**src/rtl/nibble_operand_loader_pkg.sv**
```systemverilog
// Shared definitions for the nibble operand loader and the adder top that
// consumes its packed operand word.
//   DEFAULT_WIDTH       : operand width in bits (packed word is twice this)
//   DEFAULT_SYNC_STAGES : flops per input synchroniser (two or more)
//   state_e             : loader FSM encoding, visible on state_o
package nibble_operand_loader_pkg;

  localparam int DEFAULT_WIDTH       = 4;
  localparam int DEFAULT_SYNC_STAGES = 2;

  typedef enum logic [1:0] {
    ST_EMPTY  = 2'b00,
    ST_HAVE_A = 2'b01,
    ST_FULL   = 2'b10
  } state_e;

endpackage

```
**src/rtl/nibble_operand_loader_sync_edge_detect.sv**
```systemverilog
// N-stage synchroniser with a rising-edge pulse per bit.
//   clk, rst_n : clock, asynchronous active-low reset
//   d          : asynchronous input bits
//   q          : synchronised bits (last stage of the chain)
//   rise       : one-cycle pulse per bit, high in the cycle q first shows 1
// STAGES must be at least 2 for metastability protection.
module nibble_operand_loader_sync_edge_detect
  import nibble_operand_loader_pkg::*;
#(
  parameter int WIDTH  = 1,
  parameter int STAGES = DEFAULT_SYNC_STAGES
) (
  input  logic             clk,
  input  logic             rst_n,
  input  logic [WIDTH-1:0] d,
  output logic [WIDTH-1:0] q,
  output logic [WIDTH-1:0] rise
);

  logic [STAGES-1:0][WIDTH-1:0] chain;
  logic [WIDTH-1:0]             prev;

  // NOTE: sequential state uses non-blocking assignments so every flop in the
  // chain samples the value its predecessor held before this edge.
  always_ff @(posedge clk or negedge rst_n) begin
    if (!rst_n) begin
      chain <= '0;
      prev  <= '0;
    end else begin
      chain[0] <= d;
      for (int i = 1; i < STAGES; i++) begin
        chain[i] <= chain[i-1];
      end
      prev <= chain[STAGES-1];
    end
  end

  assign q    = chain[STAGES-1];
  assign rise = chain[STAGES-1] & ~prev;

endmodule

```
**src/rtl/nibble_operand_loader.sv**
```systemverilog
// Operand-capture stage for the nibble adder. Two successive rising edges on
// the load pin capture operand A then operand B; the pair is offered as one
// packed word with a valid/ready handshake.
//   clk, rst_n   : clock, asynchronous active-low reset
//   data_in      : operand nibble from pins (asynchronous)
//   load_in      : load strobe from pin (asynchronous level)
//   clear_in     : synchronous clear, already in the clk domain
//   out_ready    : downstream accepts the word
//   out_valid    : packed operand pair valid
//   out_operands : {A, B}
//   state_o      : FSM state (00 EMPTY, 01 HAVE_A, 10 FULL)
//   overrun_o    : sticky, a load edge was dropped while FULL
module nibble_operand_loader
  import nibble_operand_loader_pkg::*;
#(
  parameter int WIDTH       = DEFAULT_WIDTH,
  parameter int SYNC_STAGES = DEFAULT_SYNC_STAGES
) (
  input  logic               clk,
  input  logic               rst_n,
  input  logic [WIDTH-1:0]   data_in,
  input  logic               load_in,
  input  logic               clear_in,
  input  logic               out_ready,
  output logic               out_valid,
  output logic [2*WIDTH-1:0] out_operands,
  output logic [1:0]         state_o,
  output logic               overrun_o
);

  logic             load_pulse;
  logic             load_level_unused;
  logic [WIDTH-1:0] data_sync;
  logic [WIDTH-1:0] data_edge_unused;

  // Data and strobe go through identical chains, so data_sync is aligned
  // with load_pulse.
  nibble_operand_loader_sync_edge_detect #(
    .WIDTH  (1),
    .STAGES (SYNC_STAGES)
  ) u_load_sync (
    .clk   (clk),
    .rst_n (rst_n),
    .d     (load_in),
    .q     (load_level_unused),
    .rise  (load_pulse)
  );

  nibble_operand_loader_sync_edge_detect #(
    .WIDTH  (WIDTH),
    .STAGES (SYNC_STAGES)
  ) u_data_sync (
    .clk   (clk),
    .rst_n (rst_n),
    .d     (data_in),
    .q     (data_sync),
    .rise  (data_edge_unused)
  );

  state_e             state_q, state_d;
  logic [WIDTH-1:0]   a_q, a_d;
  logic [2*WIDTH-1:0] ops_q, ops_d;
  logic               overrun_q, overrun_d;

  // NOTE: every operand register is reset, so an interrupted capture can never
  // leak a stale operand into a later word.
  always_ff @(posedge clk or negedge rst_n) begin
    if (!rst_n) begin
      state_q   <= ST_EMPTY;
      a_q       <= '0;
      ops_q     <= '0;
      overrun_q <= 1'b0;
    end else begin
      state_q   <= state_d;
      a_q       <= a_d;
      ops_q     <= ops_d;
      overrun_q <= overrun_d;
    end
  end

  // NOTE: every output of this block is given its hold value first, so no
  // path through the case can leave one unassigned and infer a latch.
  always_comb begin
    state_d   = state_q;
    a_d       = a_q;
    ops_d     = ops_q;
    overrun_d = overrun_q;
    if (clear_in) begin
      // Clear beats any load or handshake; captured operands are retained.
      state_d   = ST_EMPTY;
      overrun_d = 1'b0;
    end else begin
      case (state_q)
        ST_EMPTY: begin
          if (load_pulse) begin
            a_d     = data_sync;
            state_d = ST_HAVE_A;
          end
        end
        ST_HAVE_A: begin
          if (load_pulse) begin
            ops_d   = {a_q, data_sync};
            state_d = ST_FULL;
          end
        end
        ST_FULL: begin
          if (out_ready) begin
            // Word leaves; a coincident load starts the next pair.
            if (load_pulse) begin
              a_d     = data_sync;
              state_d = ST_HAVE_A;
            end else begin
              state_d = ST_EMPTY;
            end
          end else if (load_pulse) begin
            overrun_d = 1'b1;
          end
        end
        default: state_d = ST_EMPTY;
      endcase
    end
  end

  // Valid comes straight from the state register, never from out_ready.
  assign out_valid    = (state_q == ST_FULL);
  assign out_operands = ops_q;
  assign state_o      = state_q;
  assign overrun_o    = overrun_q;

endmodule

```
**config.mk**
```make
export PLATFORM = sky130hd
export DESIGN_NAME = nibble_operand_loader
export DESIGN_NICKNAME = d
export VERILOG_FILES = /design/src/rtl/nibble_operand_loader_pkg.sv /design/src/rtl/nibble_operand_loader_sync_edge_detect.sv /design/src/rtl/nibble_operand_loader.sv
export SDC_FILE = /design/constraint.sdc
export NUM_CORES = 1
export LEC_CHECK = 0
export BUFFER_PORTS_ARGS = -buffer_cell sky130_fd_sc_hd__buf_4
export CAP_MARGIN = 5
export CORE_MARGIN = 5
export CORE_UTILIZATION = 54
export DETAILED_ROUTE_END_ITERATION = 10
export PLACE_DENSITY = 0.92
export SKIP_CTS_REPAIR_TIMING = 1
export SYNTH_ARGS = -nofsm -noshare
export SYNTH_HDL_FRONTEND = slang
export SYNTH_SLANG_ARGS = --single-unit
```
**constraint.sdc**
```tcl
create_clock -name clk -period 4.2 [get_ports clk]
set_clock_uncertainty 0.05 [all_clocks]
set_input_delay 0.21 -clock clk [delete_from_list [all_inputs] [get_ports clk]]
set_output_delay 0.21 -clock clk [all_outputs]
set_load 0.005 [all_outputs]
```
==> results.toml <==
[sta]
period_needed_ns = 1.47
max_slew.worst_pin.slew_ns = 0.374
rsz0062_at_grt = "no"
setup_violations = 0
setup-tns-final_ns = 0
period_share = 0.350
hold_viol_final = 0
slew_headroom = 0.749
max_freq_ghz = 0.681
slew_viol_final = 0

[critical_path]
critPathBufInv = 0
end_kind = "register"
r2r_slack_ns = 2.73
cpMaxStageDelayCell = "dfrtp_1"
worstPathMaxFanout = 5
r2r-end = "a_q[2]"
critPathKind = "register to register"
crit_arrival_ns = 1.62
critPathLaunchType = "register"
worstPathCellList = "nor2b_2, nor4_4, mux2_2"
timing.critical_path.required_ns = 4.35
critPathLaunch = "state_o[1]"
reg2reg_depth = 3
cpPeakStageDelay_ns = 0.46
worstSetupPathDepth = 3
crit_end = "a_q[2]"
crit_family = "simple AND/OR/NAND/NOR gates"
r2r-start = "state_o[1]"

[clock_tree]
clock_latency_ns = 0.30
cts_sinks = 26
clock_path_buffers = 2
cts-buffers-inserted = 3
cts_tree = "done"
cts_root_buf = "clkbuf_4"
path_clk_slew_ns = 0.12
htreeDepth = 1

[floorplanning]
die_w_um = 51.2
core_area_um2 = 1560
initial_utilization = 0.588
dieArea_um2 = 2620
fp.dieH_um = 51.2
pin_count = 21
num_rows = 14

[pwr]
power.leakage_nw = 0.580
power.density_nw_per_um2 = 430
power_mw = 0.502
ir_worst_vdd_mv = 0.326

[drt]
detail_route.iter0.violations = 3
drc_errors = 0
ant_nets = 0
wl_per_cell_um = 15.2
first_pass_iters = 2
vias = 500
drt_wl_total_mm = 1.49
routed_via_density = 5.10

[hold_path]
hp-class = "input port to register"

[layout]
n_antenna_cell = 0
utilization = 0.750
stdcell_count = 98
multi_input_area_um2 = 259
ff_latch_area_um2 = 651
nets = 93
drive_gt1_frac = 0.488
area_growth_pct = 27.6
fill_cells = 101
final_area_um2 = 1170

[placed_design]
place_hpwl_mm = 1.10
dpl_cell_area_um2 = 1090
placedCellCount = 89
port_buffers = 20
gp_congestion = 0.687

[synth]
ys.flop_type = "dfrtp_1"
synth_most_common_cell = "dfrtp_1"
synth-edff-count = 0
synthTopCellsByCount = "dfrtp_1 (26), mux2_2 (12), and2b_1 (2), inv_1 (2), nor2_1 (2)"
avgSynthCellArea_um2 = 17.3
synth_top_area_frac = 0.709
seq_area_frac_synth = 0.709
ys_async_sr_fraction = 1.00
yosysWarnings = 0
yosys-top-cells-area = "dfrtp_1 (71%), mux2_2 (15%), nor4_4 (2.3%), nor3b_4 (2.0%), and2b_1 (1.6%)"
mappedNetlistArea_um2 = 917
ys_ff_latch = 26
synthCells = 53
synth_area_leader_cell = "dfrtp_1"
synth_nets = 62
synth_cell_types = 14

[job]
cap_viol_max_count = 0

[outcome]
status = "completed"

[global_routing]
track_usage = 0.127
grt_pass1_vias = 522
grt_pass1_wl_mm = 2.39
overflow = 0
antenna_found_initial = 0
grt_max_degree = 27
==> worst reg2reg max path, cell delays in order (launching register included) <==
cell and delay, ns:
dfrtp_1 0.46, nor2b_2 0.20, nor4_4 0.28, mux2_2 0.39
==> per-layer routing <==
metal	share of wire	track usage	routed length [µm]
met3	0.082	0.0378	123
met1	0.41	0.142	611
met4	0.024	0.0786	36
met5	0	0	0
met2	0.48	0.215	722
==> area by class of cell <==
cell class / count / area share
Inverter: 2 / 0.00642
Timing Repair Buffer: 26 / 0.180
Clock buffer: 3 / 0.0193
Sequential cell: 26 / 0.556
Tap cell: 16 / 0.0171
Multi-Input combinational cell: 25 / 0.221
==> worst min path at each step <==
| stage | start | to | slack, ns | cells past startpoint |
|---|---|---|---|---|
| floorplan | rst_n | a_q[0] | -0.14 | 0 |
| global placement | rst_n | u_data_sync.chain[3] | 0.07 | 1 |
| detailed placement | rst_n | u_data_sync.chain[2] | 0.08 | 1 |
| CTS | rst_n | u_data_sync.chain[2] | -0.26 | 1 |
| global route | clear_in | overrun_o | 0.05 | 2 |
| finish | clear_in | overrun_o | 0.06 | 2 |
==> layout by cell type, fill, tap and decap left out <==
| cell | instances |
|---|---|
| clkbuf_4 | 3 |
| nand2b_4 | 1 |
| nand2_4 | 1 |
| mux2_2 | 12 |
| a22oi_1 | 1 |
| nor2b_1 | 1 |
| nor4_4 | 1 |
| nor3b_4 | 1 |
| nor2b_2 | 1 |
| inv_1 | 2 |
| a21o_1 | 1 |
| dlygate4sd3_1 | 6 |
| buf_4 | 20 |
| a31oi_1 | 1 |
| and2b_1 | 2 |
| nor2_1 | 2 |
| dfrtp_1 | 26 |
==> report_power, final <==
group | internal (mW) | total (mW) | switching, mW
clock network | 0.0335 | 0.0969 | 0.0634
logic | 0.0646 | 0.0964 | 0.0318
registers | 0.288 | 0.309 | 0.0209
total | 0.386 | 0.502 | 0.116
==> registers in the layout, summed over array words and instances, names as in the netlist <==
| name | count |
|---|---|
| a_q | 4 |
| u_load_sync.chain | 1 |
| u_load_sync.prev | 1 |
| overrun_o | 1 |
| out_operands | 8 |
| u_load_sync.q | 1 |
| state_o | 2 |
| u_data_sync.chain | 4 |
| u_data_sync.q | 4 |
==> per-stage QoR <==
| stage | hold slack, ns | worst slack (ns) |
|---|---|---|
| after floorplan | -0.136 | 2.82 |
| after global placement | 0.0738 | 2.78 |
| after global routing | 0.0491 | 2.64 |
| after detailed placement | 0.0800 | 2.73 |
| final | 0.0554 | 2.73 |
| after CTS | -0.264 | 2.71 |
==> kinds of logic after synthesis <==
| family | synth area share |
|---|---|
| AOI/OAI and AO/OA | 0.0232 |
| buffers and inverters | 0.00819 |
| muxes | 0.147 |
| and+or+nand+nor | 0.112 |
| DFF | 0.709 |
No activity file was read; power rests on OpenSTA's default activity.
